[src/rtl/picorv32_axi_bridge_if.sv]
// AXI4-Lite bus between the picorv32 memory bridge (master) and system memory (slave).
// Signal names keep the core wrapper's mem_axi_ prefix so they line up with the wrapper ports.
interface picorv32_axi_bridge_if;
    logic        mem_axi_awvalid;
    logic        mem_axi_awready;
    logic [31:0] mem_axi_awaddr;
    logic [2:0]  mem_axi_awprot;

    logic        mem_axi_wvalid;
    logic        mem_axi_wready;
    logic [31:0] mem_axi_wdata;
    logic [3:0]  mem_axi_wstrb;

    logic        mem_axi_bvalid;
    logic        mem_axi_bready;

    logic        mem_axi_arvalid;
    logic        mem_axi_arready;
    logic [31:0] mem_axi_araddr;
    logic [2:0]  mem_axi_arprot;

    logic        mem_axi_rvalid;
    logic        mem_axi_rready;
    logic [31:0] mem_axi_rdata;

    modport master (
        output mem_axi_awvalid, mem_axi_awaddr, mem_axi_awprot,
        output mem_axi_wvalid, mem_axi_wdata, mem_axi_wstrb,
        output mem_axi_bready,
        output mem_axi_arvalid, mem_axi_araddr, mem_axi_arprot,
        output mem_axi_rready,
        input  mem_axi_awready, mem_axi_wready, mem_axi_bvalid,
        input  mem_axi_arready, mem_axi_rvalid, mem_axi_rdata
    );

    modport slave (
        input  mem_axi_awvalid, mem_axi_awaddr, mem_axi_awprot,
        input  mem_axi_wvalid, mem_axi_wdata, mem_axi_wstrb,
        input  mem_axi_bready,
        input  mem_axi_arvalid, mem_axi_araddr, mem_axi_arprot,
        input  mem_axi_rready,
        output mem_axi_awready, mem_axi_wready, mem_axi_bvalid,
        output mem_axi_arready, mem_axi_rvalid, mem_axi_rdata
    );
endinterface

[src/rtl/picorv32_axi_bridge.sv]
// Converts the picorv32 native valid/ready memory bus into AXI4-Lite master transfers.
// One outstanding transfer; AW, W and AR handshake independently, responses pass through combinationally.
module picorv32_axi_bridge (
    input  logic        clk,
    input  logic        resetn,
    input  logic        mem_valid,
    input  logic        mem_instr,
    input  logic [31:0] mem_addr,
    input  logic [31:0] mem_wdata,
    input  logic [3:0]  mem_wstrb,
    output logic        mem_ready,
    output logic [31:0] mem_rdata,
    picorv32_axi_bridge_if.master axi
);
    logic is_wr;
    logic is_rd;
    logic ack_aw;
    logic ack_w;
    logic ack_ar;
    logic xfer_done;
    logic awvalid;
    logic wvalid;
    logic arvalid;
    logic bready;
    logic rready;

    assign is_wr = |mem_wstrb;
    assign is_rd = ~is_wr;

    // xfer_done masks everything for one cycle so a held mem_valid is not re-issued
    assign awvalid = mem_valid & is_wr & ~ack_aw & ~xfer_done;
    assign wvalid  = mem_valid & is_wr & ~ack_w  & ~xfer_done;
    assign arvalid = mem_valid & is_rd & ~ack_ar & ~xfer_done;
    assign bready  = mem_valid & is_wr & ~xfer_done;
    assign rready  = mem_valid & is_rd & ~xfer_done;

    assign mem_ready = (axi.mem_axi_bvalid & bready) | (axi.mem_axi_rvalid & rready);
    assign mem_rdata = axi.mem_axi_rdata;

    assign axi.mem_axi_awvalid = awvalid;
    assign axi.mem_axi_awaddr  = mem_addr;
    assign axi.mem_axi_awprot  = 3'b000;
    assign axi.mem_axi_wvalid  = wvalid;
    assign axi.mem_axi_wdata   = mem_wdata;
    assign axi.mem_axi_wstrb   = mem_wstrb;
    assign axi.mem_axi_bready  = bready;
    assign axi.mem_axi_arvalid = arvalid;
    assign axi.mem_axi_araddr  = mem_addr;
    assign axi.mem_axi_arprot  = mem_instr ? 3'b100 : 3'b000;
    assign axi.mem_axi_rready  = rready;

    always_ff @(posedge clk or negedge resetn) begin
        if (!resetn) begin
            ack_aw    <= 1'b0;
            ack_w     <= 1'b0;
            ack_ar    <= 1'b0;
            xfer_done <= 1'b0;
        end else begin
            xfer_done <= mem_valid & mem_ready;
            // clearing wins over a handshake landing in the same cycle
            if (!mem_valid || xfer_done) begin
                ack_aw <= 1'b0;
                ack_w  <= 1'b0;
                ack_ar <= 1'b0;
            end else begin
                if (awvalid && axi.mem_axi_awready) ack_aw <= 1'b1;
                if (wvalid  && axi.mem_axi_wready)  ack_w  <= 1'b1;
                if (arvalid && axi.mem_axi_arready) ack_ar <= 1'b1;
            end
        end
    end
endmodule

[src/flat_wrapper.sv]
// flat-port wrapper written by rule: the top's interface ports become plain ports
module picorv32_axi_bridge_flat 
  (clk, resetn, mem_valid, mem_instr, mem_addr, mem_wdata, mem_wstrb, mem_ready, mem_rdata, axi_mem_axi_awvalid, axi_mem_axi_awaddr, axi_mem_axi_awprot, axi_mem_axi_wvalid, axi_mem_axi_wdata, axi_mem_axi_wstrb, axi_mem_axi_bready, axi_mem_axi_arvalid, axi_mem_axi_araddr, axi_mem_axi_arprot, axi_mem_axi_rready, axi_mem_axi_awready, axi_mem_axi_wready, axi_mem_axi_bvalid, axi_mem_axi_arready, axi_mem_axi_rvalid, axi_mem_axi_rdata);
  picorv32_axi_bridge_if axi_i ();
  input  logic clk;
  input  logic resetn;
  input  logic mem_valid;
  input  logic mem_instr;
  input  logic [31:0] mem_addr;
  input  logic [31:0] mem_wdata;
  input  logic [3:0] mem_wstrb;
  output logic mem_ready;
  output logic [31:0] mem_rdata;
  output wire logic [$bits(axi_i.mem_axi_awvalid)-1:0] axi_mem_axi_awvalid;
  output wire logic [$bits(axi_i.mem_axi_awaddr)-1:0] axi_mem_axi_awaddr;
  output wire logic [$bits(axi_i.mem_axi_awprot)-1:0] axi_mem_axi_awprot;
  output wire logic [$bits(axi_i.mem_axi_wvalid)-1:0] axi_mem_axi_wvalid;
  output wire logic [$bits(axi_i.mem_axi_wdata)-1:0] axi_mem_axi_wdata;
  output wire logic [$bits(axi_i.mem_axi_wstrb)-1:0] axi_mem_axi_wstrb;
  output wire logic [$bits(axi_i.mem_axi_bready)-1:0] axi_mem_axi_bready;
  output wire logic [$bits(axi_i.mem_axi_arvalid)-1:0] axi_mem_axi_arvalid;
  output wire logic [$bits(axi_i.mem_axi_araddr)-1:0] axi_mem_axi_araddr;
  output wire logic [$bits(axi_i.mem_axi_arprot)-1:0] axi_mem_axi_arprot;
  output wire logic [$bits(axi_i.mem_axi_rready)-1:0] axi_mem_axi_rready;
  input wire logic [$bits(axi_i.mem_axi_awready)-1:0] axi_mem_axi_awready;
  input wire logic [$bits(axi_i.mem_axi_wready)-1:0] axi_mem_axi_wready;
  input wire logic [$bits(axi_i.mem_axi_bvalid)-1:0] axi_mem_axi_bvalid;
  input wire logic [$bits(axi_i.mem_axi_arready)-1:0] axi_mem_axi_arready;
  input wire logic [$bits(axi_i.mem_axi_rvalid)-1:0] axi_mem_axi_rvalid;
  input wire logic [$bits(axi_i.mem_axi_rdata)-1:0] axi_mem_axi_rdata;
  assign axi_mem_axi_awvalid = axi_i.mem_axi_awvalid;
  assign axi_mem_axi_awaddr = axi_i.mem_axi_awaddr;
  assign axi_mem_axi_awprot = axi_i.mem_axi_awprot;
  assign axi_mem_axi_wvalid = axi_i.mem_axi_wvalid;
  assign axi_mem_axi_wdata = axi_i.mem_axi_wdata;
  assign axi_mem_axi_wstrb = axi_i.mem_axi_wstrb;
  assign axi_mem_axi_bready = axi_i.mem_axi_bready;
  assign axi_mem_axi_arvalid = axi_i.mem_axi_arvalid;
  assign axi_mem_axi_araddr = axi_i.mem_axi_araddr;
  assign axi_mem_axi_arprot = axi_i.mem_axi_arprot;
  assign axi_mem_axi_rready = axi_i.mem_axi_rready;
  assign axi_i.mem_axi_awready = axi_mem_axi_awready;
  assign axi_i.mem_axi_wready = axi_mem_axi_wready;
  assign axi_i.mem_axi_bvalid = axi_mem_axi_bvalid;
  assign axi_i.mem_axi_arready = axi_mem_axi_arready;
  assign axi_i.mem_axi_rvalid = axi_mem_axi_rvalid;
  assign axi_i.mem_axi_rdata = axi_mem_axi_rdata;
  picorv32_axi_bridge u_core (.clk(clk), .resetn(resetn), .mem_valid(mem_valid), .mem_instr(mem_instr), .mem_addr(mem_addr), .mem_wdata(mem_wdata), .mem_wstrb(mem_wstrb), .mem_ready(mem_ready), .mem_rdata(mem_rdata), .axi(axi_i));
endmodule
[config.mk]
export PLATFORM = sky130hd
export DESIGN_NAME = picorv32_axi_bridge_flat
export DESIGN_NICKNAME = d
export VERILOG_FILES = /design/src/rtl/picorv32_axi_bridge_if.sv /design/src/rtl/picorv32_axi_bridge.sv /design/src/flat_wrapper.sv
export SDC_FILE = /design/constraint.sdc
export NUM_CORES = 1
export LEC_CHECK = 0
export ABC_AREA = 1
export CAP_MARGIN = 20
export CORE_AREA = 2 2 98 100
export DETAILED_ROUTE_END_ITERATION = 7
export DIE_AREA = 0 0 100 102
export HOLD_SLACK_MARGIN = 0.05
export PLACE_DENSITY = 0.64
export SLEW_MARGIN = 20
export SYNTH_ARGS = -nofsm -noshare
export SYNTH_HDL_FRONTEND = slang
export SYNTH_SLANG_ARGS = --single-unit
[constraint.sdc]
create_clock -name clk -period 1.1 [get_ports clk]
set_input_delay 0.275 -clock clk [delete_from_list [all_inputs] [get_ports clk]]
set_output_delay 0.275 -clock clk [all_outputs]
set_load 0.01 [all_outputs]
==> results.toml <==
[sta]
hold_viol = 0
skew_ns = 0.001657
layout_setup_ws_ns = -0.3897
setup_viol = 7
grt_setup_unrepaired = "yes"
maxSlewViolCount = 0
max_clock_freq_mhz = 671.3
finalCritPeriodShare = 1.354
min_period_ns = 1.490

[global_routing]
grt_usage = 0.03669
grt_pass1_wl_um = 2822
antenna_found_initial = 0
grt_pass1_vias = 566
overflow = 0
grt_max_degree = 5

[critical_path]
start_kind = "flip-flop"
end_kind = "primary output"
crit_type = "flip-flop to primary output"
crit_arrival_ns = 1.21
worstPathMaxFanout = 2
worstPathRequired_ns = 0.82

[clock_tree]
clock_latency_ns = 0.21
cts-buffers-inserted = 3
clock_sinks = 4
clockRootBuffer = "clkbuf_8"
cts.path.max_buffers = 2
htree_levels = 1
cts_hold_buf = 0
cts.clk_slew.worst_paths_ns = 0.03
tritoncts = "done"

[drt]
ant_nets = 0
dr.pass1.iters = 4
vias = 484
drt_wl_total_um = 2152
via_per_inst = 2.689
drt-initial-drc-count = 9
post-route-drc-count = 0
drt-wirelength-per-cell_um = 11.96

[placement]
place_congestion = 0.6855
io_buffers = 21
place_ws_ns = -0.9945
dpl.hpwl_um = 1646

[floorplan]
start_util = 0.1382
ioPinCount = 253
die_w_um = 100
core_area_um2 = 9109
num_rows = 35
fp.dieH_um = 102
dieArea_um2 = 10200

[synthesis]
syn_area_um2 = 1259
synth.largest_area_cell = "buf_4"
yosysUniqueCellTypes = 12
postSynthCellCount = 168
synth.avg_cell_area_um2 = 7.492
synth.top_cell.area_share = 0.8231
synth_seq_area_share = 0.07952
synth_area_leaders = "buf_4, dfrtp_1, nand2_1"
ys_warn_count = 0
ys_seq_elements = 4

[final_layout]
areaGrowthSynthToFinish_pct = -41.65
drive_gt1_frac = 0.4928
final.fill_count = 1079
final_nets = 180
diodes = 0
utilization = 0.08063

[flow_run]
cap_violations = 0

[power]
power.density_nw_per_um2 = 855.8
power.leakage_uw = 0.0003396
ir_drop_uv = 612.7

[status]
status = "finished, violations left"
violations = "negative setup slack"

[hold_path]
hp-class = "input port to async pin"
## flip-flops by register name, indices dropped and copies added (netlist names)
name	count
u_core.ack_aw	1
u_core.xfer_done	1
u_core.ack_ar	1
u_core.ack_w	1
## stage by stage
step / total power, uW / area, um^2 / hold slack [ns] / setup TNS, ns / std cells
final: 628.5 / 734.5 / 0.2670 / -2.154 / 180
after global routing: 670.7 / 734.5 / 0.2720 / -2.537 / 180
after CTS: 635.2 / 726.9 / 0.2683 / -1.894 / 179
after detailed placement: 317.3 / 614.3 / 0.4941 / -8.460 / 169
after global placement: 316.1 / 614.3 / 0.4913 / -8.462 / 169
after floorplan: 722.3 / 1279 / -0.02059 / -0.03531 / 172
## synth_stat cells
master and n:
buf_4 138, nand2_1 8, dfrtp_1 4, inv_1 4
nor2_1 4, a21oi_1 2, nand2_2 2, nor2_4 2
conb_1 1, inv_2 1, nand3_1 1, nor3_1 1
## metal layers
| metal | track usage | vias up | wire (um) |
|---|---|---|---|
| li1 | - | 161 | - |
| met1 | 0.01520 | 178 | 315 |
| met2 | 0.05665 | 105 | 1015 |
| met3 | 0.03215 | 40 | 531 |
| met4 | 0.06639 | 0 | 290 |
| met5 | 0 | - | 0 |
## where the power goes
| part | total, uW | internal (uW) | switching (uW) |
|---|---|---|---|
| clock | 303 | 233 | 70.3 |
| sequential | 164 | 157 | 6.85 |
| combinational | 161 | 83.7 | 77.8 |
| total | 629 | 474 | 155 |
## repair_timing
action,CTS,global route
setup endpoints to repair,13,7
pin swaps,6,2
endpoints found under the hold margin,0,0
resized for setup,55,1
cloned,0,0
setup buffers,7,2
## worst paths after layout
| path | from | to | slack, ns | depth (start not counted) |
|---|---|---|---|---|
| setup / recovery | u_core.xfer_done$_DFF_PN0_ | mem_ready | -0.39 | 7 |
| hold / removal | resetn | u_core.xfer_done$_DFF_PN0_ | 0.27 | 1 |
| setup reg to reg | u_core.xfer_done$_DFF_PN0_ | u_core.xfer_done$_DFF_PN0_ | -0.10 | 8 |
| hold reg to reg | u_core.ack_w$_DFFE_PN0P_ | u_core.ack_w$_DFFE_PN0P_ | 0.52 | 2 |
| max in group asynchronous | resetn | u_core.ack_ar$_DFFE_PN0P_ | 0.66 | 1 |
| min in group clk | u_core.ack_w$_DFFE_PN0P_ | u_core.ack_w$_DFFE_PN0P_ | 0.52 | 2 |
## cell type report
| class | count | area (um^2) | share of cell area |
|---|---|---|---|
| inverter | 5 | 18.77 | 0.02555 |
| sequential | 4 | 100.1 | 0.1363 |
| multi-input combinational | 25 | 158.9 | 0.2164 |
| timing repair buffer | 32 | 276.5 | 0.3765 |
| clock buffer | 3 | 41.29 | 0.05622 |
| tap | 111 | 138.9 | 0.1891 |
## cells in the final DEF (no fill, tap or decap)
cell type and count:
buf_4 8, nand2_1 6, clkdlybuf4s50_1 6, conb_1 5, dlygate4sd2_1 5, buf_2 5, buf_6 5, dfrtp_1 4
nor2_4 3, nand2_4 3, inv_1 3, clkbuf_8 3, inv_2 2, nor2_1 2, a21oi_1 2, clkdlybuf4s15_1 2
nor2_2 1, nor3_2 1, nand3_2 1, nand2_2 1, clkdlybuf4s15_2 1
## cell families after synthesis
kind of cell	count (synthesis)	synth area share
buffers and inverters	143	0.8380
AND/OR/NAND/NOR	18	0.07156
AO/OA/AOI/OAI	2	0.007953
other	1	0.002979
flip-flops	4	0.07953
## worst max-delay path: stages (launching register included)
cell and delay, ns:
dfrtp_1 0.40, nor2_4 0.13, inv_2 0.06, nor2_4 0.10, buf_6 0.12, nand2_4 0.04
nand2_2 0.06, buf_6 0.09
Note: power is estimated with default switching activity, not from simulation.
